**config.mk**
```make
export PLATFORM = sky130hd
export DESIGN_NAME = upbus_master_flat
export DESIGN_NICKNAME = d
export VERILOG_FILES = /design/src/rtl/upbus_if.sv /design/src/rtl/upbus_master.sv /design/src/flat_wrapper.sv
export SDC_FILE = /design/constraint.sdc
export NUM_CORES = 1
export LEC_CHECK = 0
export ABC_AREA = 0
export BUFFER_PORTS_ARGS = -buffer_cell sky130_fd_sc_hd__buf_2
export CAP_MARGIN = 25
export CORE_MARGIN = 2
export CORE_UTILIZATION = 42
export CTS_CLUSTER_DIAMETER = 30
export CTS_CLUSTER_SIZE = 16
export DETAILED_ROUTE_END_ITERATION = 6
export PLACE_DENSITY = 0.8
export SYNTH_ARGS = -nofsm -noshare
export SYNTH_HDL_FRONTEND = slang
export SYNTH_SLANG_ARGS = --single-unit
export TNS_END_PERCENT = 100
```
**constraint.sdc**
```tcl
create_clock -name clk -period 2.47 [get_ports clk]
set_input_delay 0.494 -clock clk [delete_from_list [all_inputs] [get_ports clk]]
set_output_delay 0.494 -clock clk [all_outputs]
set_load 0.01 [all_outputs]
```
**src/rtl/upbus_if.sv**
```systemverilog
// Config-register bus bundle between the host bridge, upbus_master and the
// bank of register slaves. The master modport is the initiator; the slave
// modport is the far side (host requests plus slave read-back/parity lines).
interface upbus_if #(
    parameter int DW   = 8,
    parameter int AW   = 4,
    parameter int NREG = 8
);
    logic                 req_vld;
    logic                 req_rdy;
    logic                 req_wr;
    logic [AW-1:0]        req_addr;
    logic [DW-1:0]        req_wdata;
    logic                 rsp_vld;
    logic                 rsp_rdy;
    logic [DW-1:0]        rsp_rdata;
    logic                 rsp_err;
    logic [NREG-1:0]      upen;
    logic                 upws;
    logic [DW-1:0]        updi;
    logic [NREG*DW-1:0]   updo_bus;
    logic [NREG-1:0]      par_err_bus;

    modport master (
        input  req_vld, req_wr, req_addr, req_wdata, rsp_rdy, updo_bus, par_err_bus,
        output req_rdy, rsp_vld, rsp_rdata, rsp_err, upen, upws, updi
    );

    modport slave (
        output req_vld, req_wr, req_addr, req_wdata, rsp_rdy, updo_bus, par_err_bus,
        input  req_rdy, rsp_vld, rsp_rdata, rsp_err, upen, upws, updi
    );
endinterface

```
**src/rtl/upbus_master.sv**
```systemverilog
// Initiator for the config-register bus. Takes one host request at a time,
// decodes the register index to a one-hot upen, strobes writes with upws/updi,
// captures the wired-OR of slave updo for reads and answers with data + error.
// Optional parity checking is compiled in with the macro UPBUS_PARCHK_EN,
// which also adds the par_err_sticky status output.
module upbus_master #(
    parameter int DW     = 8,
    parameter int AW     = 4,
    parameter int NREG   = 8,
    parameter int RD_LAT = 1
) (
    input  logic        clk,
    input  logic        rst_,
    upbus_if.master     bus
`ifdef UPBUS_PARCHK_EN
    ,
    output logic        par_err_sticky
`endif
);

    typedef enum logic [1:0] {IDLE, WR, RD, RESP} state_t;

    // NREG may equal 2^AW, so the decode limit needs one extra bit.
    localparam logic [AW:0]      NREG_LIM = (AW+1)'(NREG);
    localparam logic [3:0]       RD_LAST  = 4'(RD_LAT - 1);
    localparam logic [NREG-1:0]  EN_ONE   = NREG'(1);

    state_t          state;
    logic [3:0]      rd_cnt;
    logic            rsp_vld_q;
    logic [DW-1:0]   rsp_rdata_q;
    logic            rsp_err_q;
    logic [NREG-1:0] upen_q;
    logic            upws_q;
    logic [DW-1:0]   updi_q;
    logic [DW-1:0]   rd_or;
    logic            par_hit;

    assign bus.req_rdy   = (state == IDLE);
    assign bus.rsp_vld   = rsp_vld_q;
    assign bus.rsp_rdata = rsp_rdata_q;
    assign bus.rsp_err   = rsp_err_q;
    assign bus.upen      = upen_q;
    assign bus.upws      = upws_q;
    assign bus.updi      = updi_q;

    // Wired-OR of all slave read-back slices; non-enabled slaves drive zero.
    always_comb begin
        rd_or = '0;
        for (int i = 0; i < NREG; i++) begin
            rd_or = rd_or | bus.updo_bus[i*DW +: DW];
        end
    end

`ifdef UPBUS_PARCHK_EN
    // upen is one-hot on the addressed slave during RD, so it selects its parity line.
    always_comb begin
        par_hit = |(upen_q & bus.par_err_bus);
    end
`else
    // Parity lines are not consulted in this build.
    logic unused_par;
    assign unused_par = ^bus.par_err_bus;
    always_comb begin
        par_hit = 1'b0;
    end
`endif

    // Request/response sequencer with all bus outputs registered.
    always_ff @(posedge clk or negedge rst_) begin
        if (!rst_) begin
            state       <= IDLE;
            rd_cnt      <= '0;
            rsp_vld_q   <= 1'b0;
            rsp_rdata_q <= '0;
            rsp_err_q   <= 1'b0;
            upen_q      <= '0;
            upws_q      <= 1'b0;
            updi_q      <= '0;
`ifdef UPBUS_PARCHK_EN
            par_err_sticky <= 1'b0;
`endif
        end else begin
            case (state)
                IDLE: begin
                    if (bus.req_vld) begin
                        if ({1'b0, bus.req_addr} >= NREG_LIM) begin
                            // Out-of-range index: answer with an error, never touch the bus.
                            state       <= RESP;
                            rsp_vld_q   <= 1'b1;
                            rsp_err_q   <= 1'b1;
                            rsp_rdata_q <= '0;
                        end else if (bus.req_wr) begin
                            state  <= WR;
                            upen_q <= EN_ONE << bus.req_addr;
                            upws_q <= 1'b1;
                            updi_q <= bus.req_wdata;
                        end else begin
                            state  <= RD;
                            upen_q <= EN_ONE << bus.req_addr;
                            rd_cnt <= '0;
                        end
                    end
                end
                WR: begin
                    state       <= RESP;
                    upen_q      <= '0;
                    upws_q      <= 1'b0;
                    updi_q      <= '0;
                    rsp_vld_q   <= 1'b1;
                    rsp_err_q   <= 1'b0;
                    rsp_rdata_q <= '0;
                end
                RD: begin
                    if (rd_cnt == RD_LAST) begin
                        state       <= RESP;
                        upen_q      <= '0;
                        rsp_vld_q   <= 1'b1;
                        rsp_rdata_q <= rd_or;
                        rsp_err_q   <= par_hit;
`ifdef UPBUS_PARCHK_EN
                        par_err_sticky <= par_err_sticky | par_hit;
`endif
                    end else begin
                        rd_cnt <= rd_cnt + 4'd1;
                    end
                end
                RESP: begin
                    if (bus.rsp_rdy) begin
                        state     <= IDLE;
                        rsp_vld_q <= 1'b0;
                    end
                end
                default: begin
                    state <= IDLE;
                end
            endcase
        end
    end

endmodule

```
**src/flat_wrapper.sv**
```systemverilog
// flat-port wrapper written by rule: the top's interface ports become plain ports
module upbus_master_flat 
#(
    parameter int DW     = 8,
    parameter int AW     = 4,
    parameter int NREG   = 8,
    parameter int RD_LAT = 1
)
  (clk, rst_, bus_req_vld, bus_req_wr, bus_req_addr, bus_req_wdata, bus_rsp_rdy, bus_updo_bus, bus_par_err_bus, bus_req_rdy, bus_rsp_vld, bus_rsp_rdata, bus_rsp_err, bus_upen, bus_upws, bus_updi);
  upbus_if #(.DW(DW), .AW(AW), .NREG(NREG)) bus_i ();
  input  logic clk;
  input  logic rst_;
  input wire logic [$bits(bus_i.req_vld)-1:0] bus_req_vld;
  input wire logic [$bits(bus_i.req_wr)-1:0] bus_req_wr;
  input wire logic [$bits(bus_i.req_addr)-1:0] bus_req_addr;
  input wire logic [$bits(bus_i.req_wdata)-1:0] bus_req_wdata;
  input wire logic [$bits(bus_i.rsp_rdy)-1:0] bus_rsp_rdy;
  input wire logic [$bits(bus_i.updo_bus)-1:0] bus_updo_bus;
  input wire logic [$bits(bus_i.par_err_bus)-1:0] bus_par_err_bus;
  output wire logic [$bits(bus_i.req_rdy)-1:0] bus_req_rdy;
  output wire logic [$bits(bus_i.rsp_vld)-1:0] bus_rsp_vld;
  output wire logic [$bits(bus_i.rsp_rdata)-1:0] bus_rsp_rdata;
  output wire logic [$bits(bus_i.rsp_err)-1:0] bus_rsp_err;
  output wire logic [$bits(bus_i.upen)-1:0] bus_upen;
  output wire logic [$bits(bus_i.upws)-1:0] bus_upws;
  output wire logic [$bits(bus_i.updi)-1:0] bus_updi;
  assign bus_i.req_vld = bus_req_vld;
  assign bus_i.req_wr = bus_req_wr;
  assign bus_i.req_addr = bus_req_addr;
  assign bus_i.req_wdata = bus_req_wdata;
  assign bus_i.rsp_rdy = bus_rsp_rdy;
  assign bus_i.updo_bus = bus_updo_bus;
  assign bus_i.par_err_bus = bus_par_err_bus;
  assign bus_req_rdy = bus_i.req_rdy;
  assign bus_rsp_vld = bus_i.rsp_vld;
  assign bus_rsp_rdata = bus_i.rsp_rdata;
  assign bus_rsp_err = bus_i.rsp_err;
  assign bus_upen = bus_i.upen;
  assign bus_upws = bus_i.upws;
  assign bus_updi = bus_i.updi;
  upbus_master #(.DW(DW), .AW(AW), .NREG(NREG), .RD_LAT(RD_LAT)) u_core (.clk(clk), .rst_(rst_), .bus(bus_i));
endmodule
```
==> metrics.md <==
| Metric | Value |
|---|---|
| Run status | `finished clean` |
| Clock buffer depth | `2` |
| Wirelength per Cell | `14.24 µm` |
| Final Hold Fails | `0` |
| Worst Clk Skew | `0.001666 ns` |
| Area of the mapped netlist | `0.001758 mm²` |
| Worst slew margin | `around half` |
| Gr usage total | `19.08%` |
| Max Clock Freq | `around 460 MHz` |
| Crit end category | `register` |
| RSZ-0062 raised after global routing | `no` |
| Remaining DRCs | `0` |
| MaxCap Viol Count | `0` |
| Layout cells sized above 1 | `53.90%` |
| # nets final | `between 300 and 400` |
| Post-synth EDFFs | `0` |
| Clock transition at path regs | `roughly 0.07 ns` |
| Initial antenna violation count | `0` |
| CTS tree | `yes` |
| Vias/cell | `approximately 5.3` |
| Final period util | `about 87%` |
| Worst-path cell chain | `inv_1 > ha_1 > or3b_1 > a221oi_4 > mux2_2` |
| Post-route insts no fill | `around 320` |
| Hpwl dp | `roughly 3600 µm` |
| N_diodes | `0` |
| Clk sinks | `33` |
| # hold bufs at CTS | `0` |
| # rows | `23` |
| Worst vdd ir | `0.0005298 V` |
| Filler Cells Inserted | `359` |
| Worst skew pair latency | `0.29 ns` |
| CP Max Fanout | `8` |
| Die X-Extent | `68.70 µm` |
| Number of buffers created by CTS | `5` |
| R2R depth | `5` |
| Placed Cells | `slightly above 300` |
| Resized cells post-CTS | `0` |
| Finished Cell Area | `about 0.0025 mm²` |
| R2R Path End | `u_core.bus.upen[2]$_DFFE_PN0P_` |
| Detailed router's first-iteration violation count | `35` |
| Drt first pass iters | `5` |
| Leak pwr | `between 1 and 1.5 nW` |
| Placement Cell Area | `roughly 0.0024 mm²` |
| RR Startpoint | `u_core.rd_cnt[0]$_DFFE_PN0P_` |
| Mean Syn Cell Area | `roughly 11 µm²` |
| Area leader, netlist | `dfrtp_1` |
| Core Box Area | `0.004000 mm²` |
| First-pass GRT wire length | `~6400 µm` |
| Root buffer cell | `clkbuf_8` |
| Chip height | `roughly 69 µm` |
| Synth Flop Type | `dfrtp_1` |
| Grt ovf | `0` |
| Initial Util | `43.95%` |
| Min Tclk post-route | `2.152 ns` |
| TNS Setup | `0 ns` |
| Die area | `around 0.0047 mm²` |
| Finished Core Util | `between 60% and 70%` |
| FF-to-FF setup slack | `roughly 0.32 ns` |
| Via count | `1,682` |
| Async SR Flop Fraction | `100.0%` |
| Post-route ant nets | `0` |
| I/O pin count | `117` |
| Share of the synthesized area in the top cell type | `a little under half` |
| Least-Margin Pin Slew | `~0.72 ns` |
| WP data required | `2.64 ns` |
| Mapped Nets | `250` |
| Largest net degree at the start of global routing | `34` |
| Area Overhead vs Synth | `39.57%` |
| Detailed Route WL | `about 4500 µm` |
| Yosys reg bits | `33` |
| Port Buf Inserts | `108` |
| Synth warnings | `0` |
| PwrDens | `approximately 1000 mW/mm²` |
| Critical path class | `register to register` |
| Htree depth | `2` |
| Slew Limit Fails | `0` |
| Max incr delay on CP | `~0.52 ns` |
| Final setup fails | `0` |
| CP Launch Type | `register` |
| Seq/Total Area, Yosys | `a little under half` |
| Ranking of synthesized cells by area | `dfrtp_1 (47%), mux2_2 (12%), ha_1 (5.7%), nor4_1 (5.7%), a22o_1 (4.0%)` |
| Vias in the first global route | `between 1,500 and 2,000` |
| Post-CTS Setup Inserts | `0` |
| Cells after synthesis | `about 150` |
| CP Data Arrival Time | `around 2.3 ns` |
| Placer Congestion | `0.7650` |
| Cell at the slowest stage of the critical path | `or3b_1` |
| Synth cell types | `40` |
| Class of the worst hold path | `input port to async pin` |
cell usage after synthesis, types with 2 or more instances:
cell type,instances
dfrtp_1,33
mux2_2,18
nor4_1,16
inv_1,13
a21oi_1,9
a22o_1,8
ha_1,8
nor2_1,7
nand2b_1,5
a31oi_1,2
clkbuf_1,2
mux2i_1,2
nor3_1,2
o22ai_1,2
cell usage in the layout, fill, tap and decap left out, drive strengths merged, types with 2 or more instances in the layout:
| master | instances |
|---|---|
| buf | 112 |
| dfrtp | 33 |
| mux2 | 18 |
| nor4 | 17 |
| inv | 13 |
| a21oi | 9 |
| a22o | 8 |
| ha | 8 |
| nor2 | 7 |
| nand2b | 5 |
| clkbuf | 5 |
| a31oi | 2 |
| nor3 | 2 |
| mux2i | 2 |
| o22ai | 2 |
| clkinv | 2 |
| or3b | 2 |
| a211oi | 2 |
registers in the layout, indices dropped and copies added (netlist names):
register              flops
u_core.bus.rsp_err        1
u_core.bus.rsp_vld        1
u_core.bus.rsp_rdata      8
u_core.state              2
u_core.bus.upws           1
u_core.bus.upen           8
u_core.rd_cnt             4
u_core.bus.updi           8
per-stage QoR:
| stage | setup slack, ns | hold WS, ns | total power, mW |
|---|---|---|---|
| floorplan | 0.4673 | 0.1984 | 1.742 |
| global placement | 0.3428 | 0.4613 | 2.122 |
| detailed placement | 0.3305 | 0.4692 | 2.160 |
| CTS | 0.3148 | 0.2806 | 2.567 |
| global route | 0.1934 | 0.3248 | 2.735 |
| finish | 0.3175 | 0.2595 | 2.533 |
metal layers:
layer	global-route usage [%]	up-vias	wire length (µm)
met2	35.10	80	2306
met4	8.824	0	114
li1	-	807	-
met3	6.656	12	477
met1	19.11	783	1643
met5	0	-	0
logic make-up after synthesis:
kind of cell | after synthesis | share of synthesized area, %
AO/OA/AOI/OAI | 34 | 15.87
AND/OR/NAND/NOR | 41 | 14.66
buffers and inverters | 17 | 4.128
flip-flops | 33 | 46.97
multiplexers | 20 | 12.67
adder cells (fa/ha/maj) | 8 | 5.694
how the worst max path moves through the flow:
stage,start,end,slack (ns)
detailed placement,u_core.rd_cnt[0]$_DFFE_PN0P_,u_core.bus.upen[2]$_DFFE_PN0P_,0.33
global route,u_core.rd_cnt[0]$_DFFE_PN0P_,u_core.bus.upen[2]$_DFFE_PN0P_,0.19
finish,u_core.rd_cnt[0]$_DFFE_PN0P_,u_core.bus.upen[2]$_DFFE_PN0P_,0.32
global placement,u_core.rd_cnt[0]$_DFFE_PN0P_,u_core.bus.upen[1]$_DFFE_PN0P_,0.34
CTS,u_core.rd_cnt[0]$_DFFE_PN0P_,u_core.bus.upen[2]$_DFFE_PN0P_,0.31
floorplan,u_core.state[0]$_DFFE_PN0P_,u_core.bus.rsp_rdata[0]$_DFFE_PN0P_,0.47
critical path, delay by kind of cell (launching register included):
family          cells  cell delay (ns)
fa+ha+maj           1             0.12
flops               1             0.42
buf+inv             1             0.07
compound gates      1             0.50
simple gates        1             0.52
mux                 1             0.39
final cells by class:
cell class	count	area (µm²)	area share [%]
repair buffers	112	570.5	23.25
well taps	50	62.56	2.550
clock inverters	3	17.52	0.7139
flip-flops and latches	33	825.8	33.66
inverters	13	48.80	1.989
clock buffers	5	68.82	2.805
multi-input cells	103	859.6	35.03
report_power, final:
group          switching, mW  internal (mW)  leakage (nW)
combinational          0.658          0.653         0.857
sequential             0.106          0.721         0.434
clock                  0.202          0.194        0.0439
Note: power is estimated with default switching activity, not from simulation.
